--- src/rtl/multicycle_main_control_pkg.sv ---
// mips_ctrl_pkg: shared state, opcode and select encodings for the multicycle MIPS control.
package mips_ctrl_pkg;
  typedef enum logic [3:0] {
    FETCH      = 4'd0,
    DECODE     = 4'd1,
    MEM_ADDR   = 4'd2,
    MEM_READ   = 4'd3,
    MEM_WB     = 4'd4,
    MEM_WRITE  = 4'd5,
    EXECUTE    = 4'd6,
    R_COMPLETE = 4'd7,
    BRANCH     = 4'd8,
    JUMP       = 4'd9
  } state_t;
  localparam logic [5:0] OP_RTYPE = 6'b000000;
  localparam logic [5:0] OP_LW    = 6'b100011;
  localparam logic [5:0] OP_SW    = 6'b101011;
  localparam logic [5:0] OP_BEQ   = 6'b000100;
  localparam logic [5:0] OP_J     = 6'b000010;
  localparam logic [1:0] ALUOP_ADD   = 2'b00;
  localparam logic [1:0] ALUOP_SUB   = 2'b01;
  localparam logic [1:0] ALUOP_FUNCT = 2'b10;
  localparam logic [1:0] SRCB_B      = 2'b00;
  localparam logic [1:0] SRCB_FOUR   = 2'b01;
  localparam logic [1:0] SRCB_IMM    = 2'b10;
  localparam logic [1:0] SRCB_IMM_SH = 2'b11;
  localparam logic [1:0] PCSRC_ALU    = 2'b00;
  localparam logic [1:0] PCSRC_ALUOUT = 2'b01;
  localparam logic [1:0] PCSRC_JUMP   = 2'b10;
endpackage

--- src/rtl/multicycle_main_control_if.sv ---
// multicycle_main_control_if: opcode/memory handshake in, datapath strobes and selects out.
interface multicycle_main_control_if;
  logic [5:0] opcode;
  logic       mem_ready;
  logic       pc_write;
  logic       pc_write_cond;
  logic       i_or_d;
  logic       mem_read;
  logic       mem_write;
  logic       ir_write;
  logic       mem_to_reg;
  logic       reg_dst;
  logic       reg_write;
  logic       alu_src_a;
  logic [1:0] alu_src_b;
  logic [1:0] alu_op;
  logic [1:0] pc_source;
  logic       illegal_op;
  logic [3:0] state_dbg;
  modport master (
    input  opcode, mem_ready,
    output pc_write, pc_write_cond, i_or_d, mem_read, mem_write, ir_write, mem_to_reg,
           reg_dst, reg_write, alu_src_a, alu_src_b, alu_op, pc_source, illegal_op, state_dbg
  );
  modport slave (
    output opcode, mem_ready,
    input  pc_write, pc_write_cond, i_or_d, mem_read, mem_write, ir_write, mem_to_reg,
           reg_dst, reg_write, alu_src_a, alu_src_b, alu_op, pc_source, illegal_op, state_dbg
  );
endinterface

--- src/rtl/multicycle_main_control.sv ---
// multicycle_main_control: Moore FSM sequencing the multicycle MIPS datapath.
module multicycle_main_control
  import mips_ctrl_pkg::*;
(
  input logic                         clk,
  input logic                         rst_n,
  multicycle_main_control_if.master   bus
);
  state_t state_q, state_d;
  always_ff @(posedge clk)
    if (!rst_n) state_q <= FETCH;
    else state_q <= state_d;
  // All strobes are forced low while in reset so nothing partial reaches the datapath.
  always_comb begin
    state_d            = state_q;
    bus.pc_write       = 1'b0;
    bus.pc_write_cond  = 1'b0;
    bus.i_or_d         = 1'b0;
    bus.mem_read       = 1'b0;
    bus.mem_write      = 1'b0;
    bus.ir_write       = 1'b0;
    bus.mem_to_reg     = 1'b0;
    bus.reg_dst        = 1'b0;
    bus.reg_write      = 1'b0;
    bus.alu_src_a      = 1'b0;
    bus.alu_src_b      = SRCB_B;
    bus.alu_op         = ALUOP_ADD;
    bus.pc_source      = PCSRC_ALU;
    bus.illegal_op     = 1'b0;
    if (rst_n)
      case (state_q)
        FETCH: begin
          bus.mem_read  = 1'b1;
          bus.alu_src_b = SRCB_FOUR;
          bus.ir_write  = bus.mem_ready;
          bus.pc_write  = bus.mem_ready;
          state_d       = bus.mem_ready ? DECODE : FETCH;
        end
        DECODE: begin
          bus.alu_src_b = SRCB_IMM_SH;
          case (bus.opcode)
            OP_LW, OP_SW: state_d = MEM_ADDR;
            OP_RTYPE:     state_d = EXECUTE;
            OP_BEQ:       state_d = BRANCH;
            OP_J:         state_d = JUMP;
            default: begin
              state_d        = FETCH;
              bus.illegal_op = 1'b1;
            end
          endcase
        end
        MEM_ADDR: begin
          bus.alu_src_a = 1'b1;
          bus.alu_src_b = SRCB_IMM;
          state_d       = (bus.opcode == OP_LW) ? MEM_READ : MEM_WRITE;
        end
        MEM_READ: begin
          bus.mem_read = 1'b1;
          bus.i_or_d   = 1'b1;
          state_d      = bus.mem_ready ? MEM_WB : MEM_READ;
        end
        MEM_WB: begin
          bus.reg_write  = 1'b1;
          bus.mem_to_reg = 1'b1;
          state_d        = FETCH;
        end
        MEM_WRITE: begin
          bus.mem_write = 1'b1;
          bus.i_or_d    = 1'b1;
          state_d       = bus.mem_ready ? FETCH : MEM_WRITE;
        end
        EXECUTE: begin
          bus.alu_src_a = 1'b1;
          bus.alu_op    = ALUOP_FUNCT;
          state_d       = R_COMPLETE;
        end
        R_COMPLETE: begin
          bus.reg_write = 1'b1;
          bus.reg_dst   = 1'b1;
          state_d       = FETCH;
        end
        BRANCH: begin
          bus.alu_src_a     = 1'b1;
          bus.alu_op        = ALUOP_SUB;
          bus.pc_write_cond = 1'b1;
          bus.pc_source     = PCSRC_ALUOUT;
          state_d           = FETCH;
        end
        JUMP: begin
          bus.pc_write  = 1'b1;
          bus.pc_source = PCSRC_JUMP;
          state_d       = FETCH;
        end
        default: state_d = FETCH;
      endcase
  end
  assign bus.state_dbg = rst_n ? state_q : FETCH;
endmodule

--- src/flat_wrapper.sv ---
// flat-port wrapper written by rule: the top's interface ports become plain ports
module multicycle_main_control_flat import mips_ctrl_pkg::*;
  (clk, rst_n, bus_opcode, bus_mem_ready, bus_pc_write, bus_pc_write_cond, bus_i_or_d, bus_mem_read, bus_mem_write, bus_ir_write, bus_mem_to_reg, bus_reg_dst, bus_reg_write, bus_alu_src_a, bus_alu_src_b, bus_alu_op, bus_pc_source, bus_illegal_op, bus_state_dbg);
  multicycle_main_control_if bus_i ();
  input logic clk;
  input logic rst_n;
  input wire logic [$bits(bus_i.opcode)-1:0] bus_opcode;
  input wire logic [$bits(bus_i.mem_ready)-1:0] bus_mem_ready;
  output wire logic [$bits(bus_i.pc_write)-1:0] bus_pc_write;
  output wire logic [$bits(bus_i.pc_write_cond)-1:0] bus_pc_write_cond;
  output wire logic [$bits(bus_i.i_or_d)-1:0] bus_i_or_d;
  output wire logic [$bits(bus_i.mem_read)-1:0] bus_mem_read;
  output wire logic [$bits(bus_i.mem_write)-1:0] bus_mem_write;
  output wire logic [$bits(bus_i.ir_write)-1:0] bus_ir_write;
  output wire logic [$bits(bus_i.mem_to_reg)-1:0] bus_mem_to_reg;
  output wire logic [$bits(bus_i.reg_dst)-1:0] bus_reg_dst;
  output wire logic [$bits(bus_i.reg_write)-1:0] bus_reg_write;
  output wire logic [$bits(bus_i.alu_src_a)-1:0] bus_alu_src_a;
  output wire logic [$bits(bus_i.alu_src_b)-1:0] bus_alu_src_b;
  output wire logic [$bits(bus_i.alu_op)-1:0] bus_alu_op;
  output wire logic [$bits(bus_i.pc_source)-1:0] bus_pc_source;
  output wire logic [$bits(bus_i.illegal_op)-1:0] bus_illegal_op;
  output wire logic [$bits(bus_i.state_dbg)-1:0] bus_state_dbg;
  assign bus_i.opcode = bus_opcode;
  assign bus_i.mem_ready = bus_mem_ready;
  assign bus_pc_write = bus_i.pc_write;
  assign bus_pc_write_cond = bus_i.pc_write_cond;
  assign bus_i_or_d = bus_i.i_or_d;
  assign bus_mem_read = bus_i.mem_read;
  assign bus_mem_write = bus_i.mem_write;
  assign bus_ir_write = bus_i.ir_write;
  assign bus_mem_to_reg = bus_i.mem_to_reg;
  assign bus_reg_dst = bus_i.reg_dst;
  assign bus_reg_write = bus_i.reg_write;
  assign bus_alu_src_a = bus_i.alu_src_a;
  assign bus_alu_src_b = bus_i.alu_src_b;
  assign bus_alu_op = bus_i.alu_op;
  assign bus_pc_source = bus_i.pc_source;
  assign bus_illegal_op = bus_i.illegal_op;
  assign bus_state_dbg = bus_i.state_dbg;
  multicycle_main_control u_core (.clk(clk), .rst_n(rst_n), .bus(bus_i));
endmodule
--- config.mk ---
export PLATFORM = sky130hd
export DESIGN_NAME = multicycle_main_control_flat
export DESIGN_NICKNAME = d
export VERILOG_FILES = /design/src/rtl/multicycle_main_control_pkg.sv /design/src/rtl/multicycle_main_control_if.sv /design/src/rtl/multicycle_main_control.sv /design/src/flat_wrapper.sv
export SDC_FILE = /design/constraint.sdc
export NUM_CORES = 1
export LEC_CHECK = 0
export CAP_MARGIN = 20
export CORE_MARGIN = 1.5
export CORE_UTILIZATION = 36
export DETAILED_ROUTE_END_ITERATION = 8
export PLACE_DENSITY = 0.77
export SETUP_SLACK_MARGIN = 0.2
export SYNTH_ARGS = -nofsm -noshare
export SYNTH_HDL_FRONTEND = slang
export SYNTH_SLANG_ARGS = --single-unit
--- constraint.sdc ---
create_clock -name clk -period 2.2 [get_ports clk]
set_clock_uncertainty 0.2 [all_clocks]
set_input_delay 0.66 -clock clk [delete_from_list [all_inputs] [get_ports clk]]
set_output_delay 0.66 -clock clk [all_outputs]
set_load 0.005 [all_outputs]
==> flow_summary.ini, run 1 <==
[synthesis]
yosys_register_bits = 4
yosys_warnings = 0
synth-async-reset-ratio_pct = 0
synth_ff_type = dfxtp_1
avgSynthCellArea_um2 = 6.43
synth_area_um2 = 514
synth_edf_count = 0
netlist_instances = 80
yosysSeqAreaShare_pct = 15.6
synthesis.nets = 89
ys_types = 31

[cts]
cts.sinks = 4
h-tree-depth = 1
numCtsBuffers = 3
root_buffer = clkbuf_4
clock_path_buffers = 2
hold_buffers = 0

[floorplanning]
die_h_um = 40.8
initial_core_util_pct = 39.0
io_pins = 30
num_rows = 13
die_w_um = 40.8

[placement]
numPlacedInstances = 141
globalplace.congestion = 0.807
io_buffers = 29
hpwl_mm = 1.46

[status]
status = aborted with a tool error
stop_stage = global routing
firstError = [ERROR DPL-0038] Utilization greater than 100%, impossible to legalize

[timing]
worst-ep-kind = output port
crit_endpoint = bus_mem_read

[global_route]
grt_max_degree = 15
==> cell families after synthesis <==
group / after synthesis / share of synthesized area [%]
buffers and inverters: 8 / 8.03
and+or+nand+nor: 51 / 54.5
DFF: 4 / 15.6
xor gates and xnor gates: 3 / 5.11
AOI/OAI and AO/OA: 14 / 16.8
==> Yosys cell counts, drive strengths merged (2+ instances only) <==
library cell / instances / share of area [%]
nor2b: 2 / 2.4
nand2b: 4 / 4.9
o21bai: 2 / 2.9
nand2: 9 / 6.6
or4: 2 / 2.9
nand3b: 2 / 2.9
nor2: 13 / 9.5
xnor2: 2 / 3.4
nand3: 2 / 1.9
nor3: 4 / 3.9
o21ai: 4 / 3.9
a21oi: 4 / 3.9
buf: 2 / 3.7
clkbuf: 5 / 3.7
dfxtp: 4 / 16
and2: 5 / 6.1
==> repair_timing <==
item	4_1_cts
pin swaps	18
setup buffers	13
setup endpoints to repair	25
resized for setup	138
==> metrics by stage <==
step | hold WS, ps | worst slack (ps) | cell area (um2) | utilization, %
3_3_place_gp | 508 | -1000 | 971 | 73.7
3_5_place_dp | 511 | -1060 | 971 | 73.7
2_1_floorplan | 415 | -41.2 | 519 | -
4_1_cts | 492 | -247 | 1130 | 85.9
==> inputs of run 2 (changes only) <==
--- a/config.mk
+++ b/config.mk
@@ -6,11 +6,10 @@
 export NUM_CORES = 1
 export LEC_CHECK = 0
 export CAP_MARGIN = 20
-export CORE_MARGIN = 1.5
-export CORE_UTILIZATION = 36
+export CORE_AREA = 2 2 63 65
 export DETAILED_ROUTE_END_ITERATION = 8
-export PLACE_DENSITY = 0.77
-export SETUP_SLACK_MARGIN = 0.2
+export DIE_AREA = 0 0 65 67
+export PLACE_DENSITY_LB_ADDON = 0.15
 export SYNTH_ARGS = -nofsm -noshare
 export SYNTH_HDL_FRONTEND = slang
 export SYNTH_SLANG_ARGS = --single-unit
==> run 2 against run 1 <==
The flow now finishes, with violations (negative setup slack). Synthesized cell count unchanged. Area after synthesis unchanged.
==> flow_summary.ini, run 2 <==
[global_route]
grt_use_met3_pct = 3.21
grt_pass1_vias = 760
busiest_layer = met2
grt_overflow = 0
use_met2_pct = 17.1
grt_max_degree = 15
grt_pass1_wl_mm = 3.31
antenna_found_initial = 0
grtUsageTotal_pct = 9.64
grt_util_met1_pct = 11.5

[timing]
drv_slew = 0
rsz0062_at_grt = yes
tightest_slew_ps = 259
period_share_pct = 114
period_needed_ps = 2510
setup_violations = 15
hold_viol_final = 0
holdWs_ps = 568
tns_ps = -2730
fmax_ghz = 0.398
max_slew_margin_pct = 82.7
setup_ws_ps = -314

[finish]
utilization_pct = 34.5
register_area_um2 = 80.1
nets = 152
design_area_um2 = 1240
multi_input_area_um2 = 513
fin_cells = 189
reg_top3 = u_core.state_q x4
top_register = u_core.state_q
final_common_cell = buf_4
diodes = 0
area_growth_pct = 142
n_fill_cell = 409
largest_register_ffs = 4
drive_above_1_share_pct = 56.0
final_cell_mix = 24 x buf_4, 16 x buf_6, 14 x buf_2

[power_and_ir_drop]
vdd_drop_max_mv = 0.231
total_power_mw = 0.345
p_per_area_nw_per_um2 = 278
clockPowerShare_pct = 43.5
p_leak_nw = 0.579
power.share.sequential_pct = 22.4
internal_power_mw = 0.262
switchingPower_mw = 0.0831
swShare_pct = 24.1
combPwrFrac_pct = 34.2

[synthesis]
netlist_instances = 80
synth_ff_type = dfxtp_1
avgSynthCellArea_um2 = 6.43
synth_area_um2 = 514
synth_top_area_share_pct = 15.6
yosysSeqAreaShare_pct = 15.6
synthesis.nets = 89
ys_types = 31
synth-async-reset-ratio_pct = 0
synth_edf_count = 0
yosys_warnings = 0
ys_top_cells_by_area = dfxtp_1 16%, nor2_1 9.5%, nand2_1 6.6%
ys_top_cells_by_count = 13 x nor2_1, 9 x nand2_1, 5 x and2_1, 5 x clkbuf_1
yosysMostFrequentCell = nor2_1
yosys.area.top_type = dfxtp_1
yosys_register_bits = 4

[route]
wl_per_cell_um = 10.9
drt-initial-drc-count = 18
wirelength_mm = 2.06
ant_nets = 0
viasPerCell = 4.08
firstDrtPassIters = 4
remaining_drc_errors = 0
routed-via-count = 771

[worst_setup_path]
critical_path.most_common_cell = buf_6
crit_required_ps = 1340
crit_arrival_ps = 1650
critPathBufInv = 3
path_max_fanout = 2
r2r_end = u_core.state_q[2]
worstPathCellList = buf_6 -> or3b_4 -> buf_6 -> or2_1 -> nor2_1 -> buf_2
max_stage_delay_ps = 370
crit_slowest_cell = or3b_4
reg2reg_from = u_core.state_q[2]
endpoint_kind = output port
path_class = input pin to output port
cp_top_family = simple AND/OR/NAND/NOR gates
r2r_cells = 5
r2r_slack_ps = 440
critPathLaunchType = input pin

[cts]
clk_pin_slew_ps = 30
hold_buffers = 0
h-tree-depth = 1
numCtsBuffers = 3
clk_latency_ps = 210
clock_path_buffers = 2
cts_tree = yes
cts.sinks = 4
root_buffer = clkbuf_8

[placement]
io_buffers = 29
globalplace.congestion = 0.742
hpwl_mm = 1.52
numPlacedInstances = 172
dpl_cell_area_um2 = 992
pre_cts_slack_ps = -1120

[job]
maxCapViolations = 0

[status]
status = complete, but fails checks
violations = negative setup slack

[min_path]
min_to = u_core.state_q[2]
hold_path.startpoint = u_core.state_q[2]
holdCritPathClass = register to register
hold_depth = 3

[floorplanning]
core_area_um2 = 3610
io_pins = 30
num_rows = 22
dieArea_um2 = 4360
initial_core_util_pct = 14.3
die_h_um = 67
die_w_um = 65
==> run 2: cell counts after synthesis <==
Identical to the previous run, type by type.
==> run 2: worst min-delay path, delay by kind of cell (launching register included) <==
kind / cells / cell delay [ps]
flip-flops: 1 / 300
AO/OA/AOI/OAI: 2 / 220
buffers and inverters: 1 / 190
==> run 2: timing repair <==
action,in CTS,in global routing
resized for setup,99,30
endpoints found under the setup margin,24,20
pin swaps,11,11
buffers inserted,10,5
==> run 2: kinds of logic (layout without fill, tap and decap cells) <==
| kind of cell | count (synthesis) | after routing | synth area share [%] |
|---|---|---|---|
| buf+inv | 8 | 69 | 8.03 |
| simple gates | 51 | 51 | 54.5 |
| flops | 4 | 4 | 15.6 |
| compound gates | 14 | 14 | 16.8 |
| xor+xnor | 3 | 3 | 5.11 |
==> run 2: how the worst max path moves through the flow <==
| stage | startpoint | endpoint | slack [ps] | cells past startpoint |
|---|---|---|---|---|
| global route | rst_n | bus_illegal_op | -360 | 6 |
| global placement | rst_n | bus_illegal_op | -1030 | 5 |
| CTS | rst_n | bus_illegal_op | -350 | 6 |
| detailed placement | rst_n | bus_ir_write | -1120 | 4 |
| finish | rst_n | bus_illegal_op | -310 | 6 |
| floorplan | rst_n | bus_illegal_op | -40 | 3 |
==> run 2: per-layer routing <==
metal	vias up	part of all wire, %
li1	399	-
met1	346	44
met2	26	49
met3	0	7.1
met4	0	0
met5	-	0
==> run 2: area by class of cell <==
type	count	share of cell area [%]
tap	48	4.83
timing repair buffer	65	43.8
inverter	1	0.302
clock buffer	3	3.32
multi-input combinational	68	41.3
sequential	4	6.45
==> run 2: power groups by stage <==
stage,clock [mW],combinational (mW),sequential (mW)
after detailed placement,0,0.0948,0.0780
after global routing,0.167,0.128,0.0774
after floorplan,0,0.0332,0.0757
after CTS,0.157,0.103,0.0770
final,0.150,0.118,0.0771
after global placement,0,0.0948,0.0779
(Power assumes the default switching activity.)
==> inputs of run 3 (changes only) <==
--- a/config.mk
+++ b/config.mk
@@ -5,7 +5,6 @@
 export SDC_FILE = /design/constraint.sdc
 export NUM_CORES = 1
 export LEC_CHECK = 0
-export CAP_MARGIN = 20
 export CORE_AREA = 2 2 63 65
 export DETAILED_ROUTE_END_ITERATION = 8
 export DIE_AREA = 0 0 65 67
==> results of run 3 <==
Final layout, timing and power as in run 2 (identical DEF).
